`config.mk`:
```
export PLATFORM = sky130hd
export DESIGN_NAME = cacheline_adaptor_param_flat
export DESIGN_NICKNAME = d
export VERILOG_FILES = /design/src/rtl/cacheline_adaptor_param_if.sv /design/src/rtl/cacheline_adaptor_param.sv /design/src/flat_wrapper.sv
export SDC_FILE = /design/constraint.sdc
export NUM_CORES = 1
export LEC_CHECK = 0
export CORE_MARGIN = 2
export CORE_UTILIZATION = 33
export DETAILED_ROUTE_END_ITERATION = 10
export HOLD_SLACK_MARGIN = 0.15
export PLACE_DENSITY = 0.6
export REMOVE_ABC_BUFFERS = 1
export SYNTH_ARGS = -nofsm -noshare
export SYNTH_HDL_FRONTEND = slang
export SYNTH_SLANG_ARGS = --single-unit
```
`constraint.sdc`:
```
create_clock -name clk -period 3.61 [get_ports clk]
set_clock_uncertainty 0.15 [all_clocks]
set_input_delay 0.5415 -clock clk [delete_from_list [all_inputs] [get_ports clk]]
set_output_delay 0.5415 -clock clk [all_outputs]
set_load 0.01 [all_outputs]
```
`src/rtl/cacheline_adaptor_param_if.sv`:
```
// Cache-side and memory-side signals of the cacheline adaptor.
// The slave modport is the adaptor's view; master is the requester/memory view.
interface cacheline_adaptor_param_if #(
  parameter int unsigned LINE_W  = 256,
  parameter int unsigned BURST_W = 64,
  parameter int unsigned ADDR_W  = 32
);
  logic [LINE_W-1:0]  line_i;
  logic [LINE_W-1:0]  line_o;
  logic [ADDR_W-1:0]  address_i;
  logic [ADDR_W-1:0]  wb_address_i;
  logic               read_i;
  logic               write_i;
  logic               resp_o;
  logic               busy_o;
  logic               resp_i;
  logic [BURST_W-1:0] burst_i;
  logic [BURST_W-1:0] burst_o;
  logic [ADDR_W-1:0]  address_o;
  logic               read_o;
  logic               write_o;

  modport slave (
    input  line_i, address_i, wb_address_i, read_i, write_i, resp_i, burst_i,
    output line_o, resp_o, busy_o, burst_o, address_o, read_o, write_o
  );

  modport master (
    output line_i, address_i, wb_address_i, read_i, write_i, resp_i, burst_i,
    input  line_o, resp_o, busy_o, burst_o, address_o, read_o, write_o
  );
endinterface

```
`src/rtl/cacheline_adaptor_param.sv`:
```
// Splits one cache line into LINE_W/BURST_W memory beats: optional writeback,
// optional refill, or writeback followed by refill. All outputs are registered.
module cacheline_adaptor_param #(
  parameter int unsigned LINE_W  = 256,
  parameter int unsigned BURST_W = 64,
  parameter int unsigned ADDR_W  = 32
) (
  input logic                      clk,
  input logic                      reset,
  cacheline_adaptor_param_if.slave bus
);
  localparam int unsigned Beats = LINE_W / BURST_W;
  localparam int unsigned Off   = $clog2(LINE_W / 8);
  localparam int unsigned CntW  = $clog2(Beats);

  typedef logic [CntW-1:0] cnt_t;
  localparam cnt_t LastBeat = cnt_t'(Beats - 1);

  typedef enum logic [2:0] {StIdle, StWb, StTurn, StFill, StDone} state_e;

  state_e             state_q, state_d;
  cnt_t               cnt_q, cnt_d;
  logic [LINE_W-1:0]  wbuf_q, wbuf_d;
  logic [LINE_W-1:0]  rbuf_q, rbuf_d;
  logic [ADDR_W-1:0]  rd_addr_q, rd_addr_d;
  logic [ADDR_W-1:0]  wb_addr_q, wb_addr_d;
  logic               pend_rd_q, pend_rd_d;
  logic               resp_q, resp_d;
  logic               read_q, read_d;
  logic               write_q, write_d;
  logic               busy_q, busy_d;
  logic [BURST_W-1:0] burst_q, burst_d;
  logic [ADDR_W-1:0]  address_q, address_d;

  always_comb begin
    state_d   = state_q;
    cnt_d     = cnt_q;
    wbuf_d    = wbuf_q;
    rbuf_d    = rbuf_q;
    rd_addr_d = rd_addr_q;
    wb_addr_d = wb_addr_q;
    pend_rd_d = pend_rd_q;

    unique case (state_q)
      StIdle: begin
        if (bus.read_i || bus.write_i) begin
          wbuf_d              = bus.line_i;
          rd_addr_d           = bus.address_i;
          rd_addr_d[Off-1:0]  = '0;
          wb_addr_d           = bus.wb_address_i;
          wb_addr_d[Off-1:0]  = '0;
          pend_rd_d           = bus.read_i;
          state_d             = bus.write_i ? StWb : StFill;
        end
      end
      StWb: begin
        if (bus.resp_i) begin
          if (cnt_q == LastBeat) begin
            cnt_d   = '0;
            state_d = pend_rd_q ? StTurn : StDone;
          end else begin
            cnt_d = cnt_q + cnt_t'(1);
          end
        end
      end
      StTurn: state_d = StFill;
      StFill: begin
        if (bus.resp_i) begin
          rbuf_d[cnt_q * BURST_W +: BURST_W] = bus.burst_i;
          if (cnt_q == LastBeat) begin
            cnt_d   = '0;
            state_d = StDone;
          end else begin
            cnt_d = cnt_q + cnt_t'(1);
          end
        end
      end
      StDone:  state_d = StIdle;
      default: state_d = StIdle;
    endcase

    // Outputs follow the next state so they are valid in the cycle that state is entered.
    resp_d    = (state_d == StDone);
    read_d    = (state_d == StFill);
    write_d   = (state_d == StWb);
    busy_d    = (state_d != StIdle);
    burst_d   = (state_d == StWb) ? wbuf_d[cnt_d * BURST_W +: BURST_W] : '0;
    address_d = (state_d == StWb)   ? wb_addr_d :
                (state_d == StFill) ? rd_addr_d : '0;
  end

  always_ff @(posedge clk) begin
    if (!reset) begin
      state_q   <= StIdle;
      cnt_q     <= '0;
      wbuf_q    <= '0;
      rbuf_q    <= '0;
      rd_addr_q <= '0;
      wb_addr_q <= '0;
      pend_rd_q <= 1'b0;
      resp_q    <= 1'b0;
      read_q    <= 1'b0;
      write_q   <= 1'b0;
      busy_q    <= 1'b0;
      burst_q   <= '0;
      address_q <= '0;
    end else begin
      state_q   <= state_d;
      cnt_q     <= cnt_d;
      wbuf_q    <= wbuf_d;
      rbuf_q    <= rbuf_d;
      rd_addr_q <= rd_addr_d;
      wb_addr_q <= wb_addr_d;
      pend_rd_q <= pend_rd_d;
      resp_q    <= resp_d;
      read_q    <= read_d;
      write_q   <= write_d;
      busy_q    <= busy_d;
      burst_q   <= burst_d;
      address_q <= address_d;
    end
  end

  assign bus.resp_o    = resp_q;
  assign bus.read_o    = read_q;
  assign bus.write_o   = write_q;
  assign bus.busy_o    = busy_q;
  assign bus.burst_o   = burst_q;
  assign bus.address_o = address_q;
  assign bus.line_o    = rbuf_q;
endmodule

```
`src/flat_wrapper.sv`:
```
// flat-port wrapper written by rule: the top's interface ports become plain ports
module cacheline_adaptor_param_flat 
#(
  parameter int unsigned LINE_W  = 256,
  parameter int unsigned BURST_W = 64,
  parameter int unsigned ADDR_W  = 32
)
  (clk, reset, bus_line_i, bus_address_i, bus_wb_address_i, bus_read_i, bus_write_i, bus_resp_i, bus_burst_i, bus_line_o, bus_resp_o, bus_busy_o, bus_burst_o, bus_address_o, bus_read_o, bus_write_o);
  cacheline_adaptor_param_if #(.LINE_W(LINE_W), .BURST_W(BURST_W), .ADDR_W(ADDR_W)) bus_i ();
  input logic clk;
  input logic reset;
  input wire logic [$bits(bus_i.line_i)-1:0] bus_line_i;
  input wire logic [$bits(bus_i.address_i)-1:0] bus_address_i;
  input wire logic [$bits(bus_i.wb_address_i)-1:0] bus_wb_address_i;
  input wire logic [$bits(bus_i.read_i)-1:0] bus_read_i;
  input wire logic [$bits(bus_i.write_i)-1:0] bus_write_i;
  input wire logic [$bits(bus_i.resp_i)-1:0] bus_resp_i;
  input wire logic [$bits(bus_i.burst_i)-1:0] bus_burst_i;
  output wire logic [$bits(bus_i.line_o)-1:0] bus_line_o;
  output wire logic [$bits(bus_i.resp_o)-1:0] bus_resp_o;
  output wire logic [$bits(bus_i.busy_o)-1:0] bus_busy_o;
  output wire logic [$bits(bus_i.burst_o)-1:0] bus_burst_o;
  output wire logic [$bits(bus_i.address_o)-1:0] bus_address_o;
  output wire logic [$bits(bus_i.read_o)-1:0] bus_read_o;
  output wire logic [$bits(bus_i.write_o)-1:0] bus_write_o;
  assign bus_i.line_i = bus_line_i;
  assign bus_i.address_i = bus_address_i;
  assign bus_i.wb_address_i = bus_wb_address_i;
  assign bus_i.read_i = bus_read_i;
  assign bus_i.write_i = bus_write_i;
  assign bus_i.resp_i = bus_resp_i;
  assign bus_i.burst_i = bus_burst_i;
  assign bus_line_o = bus_i.line_o;
  assign bus_resp_o = bus_i.resp_o;
  assign bus_busy_o = bus_i.busy_o;
  assign bus_burst_o = bus_i.burst_o;
  assign bus_address_o = bus_i.address_o;
  assign bus_read_o = bus_i.read_o;
  assign bus_write_o = bus_i.write_o;
  cacheline_adaptor_param #(.LINE_W(LINE_W), .BURST_W(BURST_W), .ADDR_W(ADDR_W)) u_core (.clk(clk), .reset(reset), .bus(bus_i));
endmodule
```
Word level (Yosys, flattened, before mapping) --
Cells that the tools add are included.
Word-level totals: logic and storage cells 52, input bits 389, bits in registers 682
Operators by class: reduce and logical (&&, ||, !) cells 7, $add $sub $neg 2, multiplexer cells 20, shift-type cells 3, equality and inequality tests 7
Operators by type and width (number):
- 2-to-1 mux 256 bit | 2
- bitwise mux 256 bit | 1
- variable shift 64 x 34 -> 256 bit, first input constant | 1
- variable part select 256 x 9 -> 64 bit | 1
- variable part select 64 x 34 -> 256 bit | 1
- 2-to-1 mux 32 bit | 6
- negation 8 -> 34 bit | 1
- 2-to-1 mux 3 bit | 6
- one-hot mux 3 bit (4 select lines) | 1
- equality test 3 x 2 -> 1 bit, second input constant | 3
- 2-to-1 mux 2 bit | 4
- equality test 3 x 1 -> 1 bit, second input constant | 2
- AND reduction 2 bit | 3
- equality test 3 bit, second input constant | 1
- logical NOT 3 bit | 1
- nonzero test 3 bit | 1
- adder 2 x 1 -> 2 bit, second input constant | 1
- equality test 2 bit, second input constant | 1
- OR reduction 2 bit | 1
- logical OR 1 bit | 1

Logic depth before layout (Yosys ltp) --
depth in word-level cells 7, mapped depth 12, gate-level depth less buffers 6

Least setup slack after synthesis --
OpenSTA, ideal clock, no wires.
path kind register to register, start point reg u_core.cnt_q[1], end point reg u_core.burst_q[43] (netlist: u_core.bus.burst_o[43]), data arrival time 2.915 ns, path slack 0.406 ns, required time 3.320 ns, setup time 0.140 ns, stages on the path, launching flop included 13, clock period less this slack 3.204 ns, cell sequence dfxtp_1 > buf_2 > clkbuf_1 > clkbuf_1 > inv_1 > ha_1 > buf_2 > and4b_1 > buf_2 > clkbuf_1 > a211oi_1 > a2111oi_0 > a2111oi_1
Between the ends: cells in the longest elaborated chain, start to end 6, elaborated cells on any way between the ends 13
Ends and longest elaborated chain:
- start, declared | line cacheline_adaptor_param.sv:22 | cnt_t cnt_q, cnt_d;
- start signal, assigned | line cacheline_adaptor_param.sv:109 | cnt_q <= cnt_d;
- parallel branches: the longest is 6 deep, another holds adder 2 x 1 -> 2 bit
- end signal, assigned | line cacheline_adaptor_param.sv:119 | burst_q <= burst_d;
- end, declared | line cacheline_adaptor_param.sv:32 | logic [BURST_W-1:0] burst_q, burst_d;
Parallel ways; which one is timed is not known. A chain may end at the register's enable or synchronous reset.

Worst setup path in the final report --
start point reg u_core.cnt_q[0], end point reg u_core.burst_q[29] (netlist: u_core.bus.burst_o[29])
The elaborated chain is that of the path after synthesis.

==> results.toml <==
[outcome]
status = "finished, final reports clean"

[routing]
drtIter0Drc = 2326
antenna_violating_nets_post_route = 0
avgRoutedWirePerCell_um = 21.2
drt-total-wl_mm = 118
vias = 29583
drc_errors = 0
drt_pass1_iterations = 5
vias_per_cell = 5.30

[synth]
ys_ff_latch = 682
syn_avg_cell_area_um2 = 8.47
ys_seq_area_share_pct = 43.6
synthFlopType = "dfxtp_1"
synth_edf_count = 0
yosys_warnings = 0
syn-instance-count = 3699
synth_top_area_cell = "dfxtp_1"
synth_top_area_share_pct = 43.6
async_flop_share_pct = 0
synth.distinct_cells = 44
syn_area_um2 = 31300
yosys-top-cells-area = "dfxtp_1, mux2i_1, nand2_1, a21oi_1, nand3_1"

[finish]
multi_input_area_um2 = 15600
final_core_util_pct = 45.2
stdcell_count = 5581
seq_area_um2 = 13700
fillers = 9225
design_area_um2 = 42700
syn2layout_area_growth_pct = 36.4
drive_gt1_share_pct = 5.85
final_nets = 4652

[cts]
numCtsBuffers = 80
cts_resized = 0
clk_pin_slew_ns = 0.06
cts_tree = "done"
insertion_delay_ns = 0.65
postCtsHoldBufs = 0
post-cts-setup-buffers = 0
clkSinkCount = 682
root_buffer = "clkbuf_16"
cts_buffer_depth = 3
h-tree-depth = 3

[worst_hold_path]
min-delay-start = "u_core.bus.line_o[31]$_SDFFE_PN0P_"
hp-class = "reg -> reg"
hold_path_depth = 2
min_to = "u_core.bus.line_o[31]$_SDFFE_PN0P_"

[worst_setup_path]
crit_path_start_kind = "flop"
cp_common_cell = "mux2i_1"
critPathKind = "reg -> reg"
crit_arrival_ns = 3.30
slowest_delay_ns = 0.50
rr_endpoint = "u_core.bus.burst_o[29]$_SDFF_PN0_"
critical_path.cell_chain = "inv_1, ha_4, buf_12, buf_4, mux2i_1, mux2i_1, mux2i_1, a2111oi_1"
r2r_slack_ns = 0.67
critical_path_peak_fanout = 68
worst-path-buf-inv = 3
worstPathRequired_ns = 3.97
crit_slowest_cell = "buf_4"
rr_worst_depth = 8
cp-end-kind = "flop"
worst_path_dominant_cell_family = "buffers and inverters"
timing.rr.start = "u_core.cnt_q[0]$_SDFF_PN0_"

[grt]
first_global_vias = 28543
grt_use_total_pct = 23.3
grt_first_pass_wirelength_mm = 178
grt_max_degree = 137
grt_antenna_before_repair = 15
gr-total-overflow = 0

[power]
peakVddDrop_mv = 0.396
total_power_mw = 19.0
cellPowerDensity_nw_per_um2 = 445
p_leak_nw = 15.4

[timing]
tightest_slew_ns = 0.949
setup_viol = 0
finalCritPeriodShare_pct = 81.3
rsz0062_at_grt = "false"
maxSlewHeadroom_pct = 36.7
finalHoldViolations = 0
fmax_mhz = 341
period_minus_slack_ns = 2.94
final_max_slew_viol_count = 0

[floorplan]
rows = 113
core_area_um2 = 94600
dieArea_um2 = 97400
ios = 745
die_x_um = 312
initial_core_util_pct = 33.1
fp.dieH_um = 312

[placement]
dp.cells = 5440
routabilityCongestion = 0.861
io_buffers = 734
dpl-instance-area_um2 = 40200
dp_hpwl_mm = 79.2

[flow_run]
drv_cap = 0
==> layer usage <==
metal	wire length, µm	vias to the layer above	track usage [%]	part of all wire (%)
li1	-	14163	-	-
met5	73	-	0	0.062
met4	4100	12	8.74	3.5
met3	9340	202	6.46	7.9
met1	50000	14200	29.4	42
met2	54700	1006	37.7	46
==> stage by stage <==
step | hold slack, ns | setup slack [ns] | setup TNS (ns)
CTS | 0.261 | 0.622 | 0
detailed placement | 0.292 | 0.229 | 0
global placement | 0.286 | 0.353 | 0
finish | 0.299 | 0.675 | 0
floorplan | 0.279 | -13.37 | -4892.85
global route | 0.306 | 0.438 | 0
==> power by group <==
group | total [mW] | switching (mW) | leakage (nW) | internal [mW]
clock network | 7.85 | 3.33 | 1.22 | 4.52
registers | 8.07 | 0.183 | 5.56 | 7.89
logic | 3.07 | 1.68 | 8.59 | 1.39
==> synth_stat cells (2+ instances only) <==
cell type / count
a2111oi_0: 133
a2111oi_1: 59
a211oi_1: 128
a21oi_1: 515
and2_1: 16
and4b_1: 2
buf_1: 43
buf_2: 119
buf_4: 7
buf_6: 16
clkbuf_1: 183
dfxtp_1: 682
ha_1: 6
inv_1: 131
mux2i_1: 507
nand2_1: 776
nand3_1: 257
nand4_1: 2
nor2_1: 62
nor3_1: 2
nor3b_1: 3
o32ai_1: 27
or4b_4: 2
==> kinds of logic after synthesis <==
| kind of cell | Yosys count | share of synthesized area [%] |
|---|---|---|
| and+or+nand+nor | 1134 | 15.1 |
| AOI/OAI and AO/OA | 869 | 17.9 |
| DFF | 682 | 43.6 |
| muxes | 508 | 16.2 |
| buffers and inverters | 500 | 6.93 |
| adders and majority gates | 6 | 0.240 |
==> area by class of cell <==
cell class              count  share of cell area [%]
diodes                      8                  0.0469
clock buffers             115                    5.42
clock inverters            18                   0.425
inverters                 132                    1.18
multi-input cells        2517                    36.5
flip-flops and latches    682                    32.0
well taps                1265                    3.71
repair buffers            844                    20.8
==> worst register-to-register path, stage by stage, from the launching register on <==
cell,delay (ns)
dfxtp_1,0.34
inv_1,0.14
ha_4,0.34
buf_12,0.45
buf_4,0.54
mux2i_1,0.17
mux2i_1,0.16
mux2i_1,0.10
a2111oi_1,0.43
==> worst max-delay path by stage <==
stage | start | end | slack (ns) | depth (start not counted)
floorplan | u_core.cnt_q[1]$_SDFF_PN0_ | u_core.bus.burst_o[0]$_SDFF_PN0_ | -13.37 | 6
global placement | bus_resp_i | u_core.bus.burst_o[7]$_SDFF_PN0_ | 0.35 | 6
detailed placement | bus_resp_i | u_core.bus.burst_o[44]$_SDFF_PN0_ | 0.23 | 6
CTS | u_core.cnt_q[0]$_SDFF_PN0_ | u_core.bus.burst_o[29]$_SDFF_PN0_ | 0.62 | 8
global route | u_core.cnt_q[0]$_SDFF_PN0_ | u_core.bus.burst_o[25]$_SDFF_PN0_ | 0.44 | 8
finish | u_core.cnt_q[0]$_SDFF_PN0_ | u_core.bus.burst_o[29]$_SDFF_PN0_ | 0.67 | 8
==> flip-flops by register name, summed over array words and instances, names as in the netlist <==
| signal | count |
|---|---|
| u_core.bus.write_o | 1 |
| u_core.bus.resp_o | 1 |
| u_core.state_q | 3 |
| u_core.wbuf_q | 256 |
| u_core.bus.line_o | 256 |
| u_core.wb_addr_q | 32 |
| u_core.bus.address_o | 32 |
| u_core.bus.burst_o | 64 |
| u_core.bus.busy_o | 1 |
| u_core.pend_rd_q | 1 |
| u_core.cnt_q | 2 |
| u_core.bus.read_o | 1 |
| u_core.rd_addr_q | 32 |
==> layout by cell type, fill, tap and decap left out, types with 2 or more instances in the layout <==
cell type          n
and2_2             4
and2_1            12
a2111oi_1         59
diode_2            8
buf_12            56
ha_1               5
a2111oi_0        133
mux2i_1          507
a21oi_1          515
buf_4             54
clkinvlp_4         3
nand2_1          772
nor3b_2            3
nor3_1             2
nand4_1            2
inv_6              2
clkbuf_16         81
inv_1            131
clkbuf_1          18
o32ai_1           27
clkbuf_8          16
a211oi_1         128
nand3_1          257
clkdlybuf4s50_1  734
nor2_1            62
clkinv_2           9
dfxtp_1          681
or4b_4             2
nand2_2            4
Note: power is estimated with default switching activity, not from simulation.
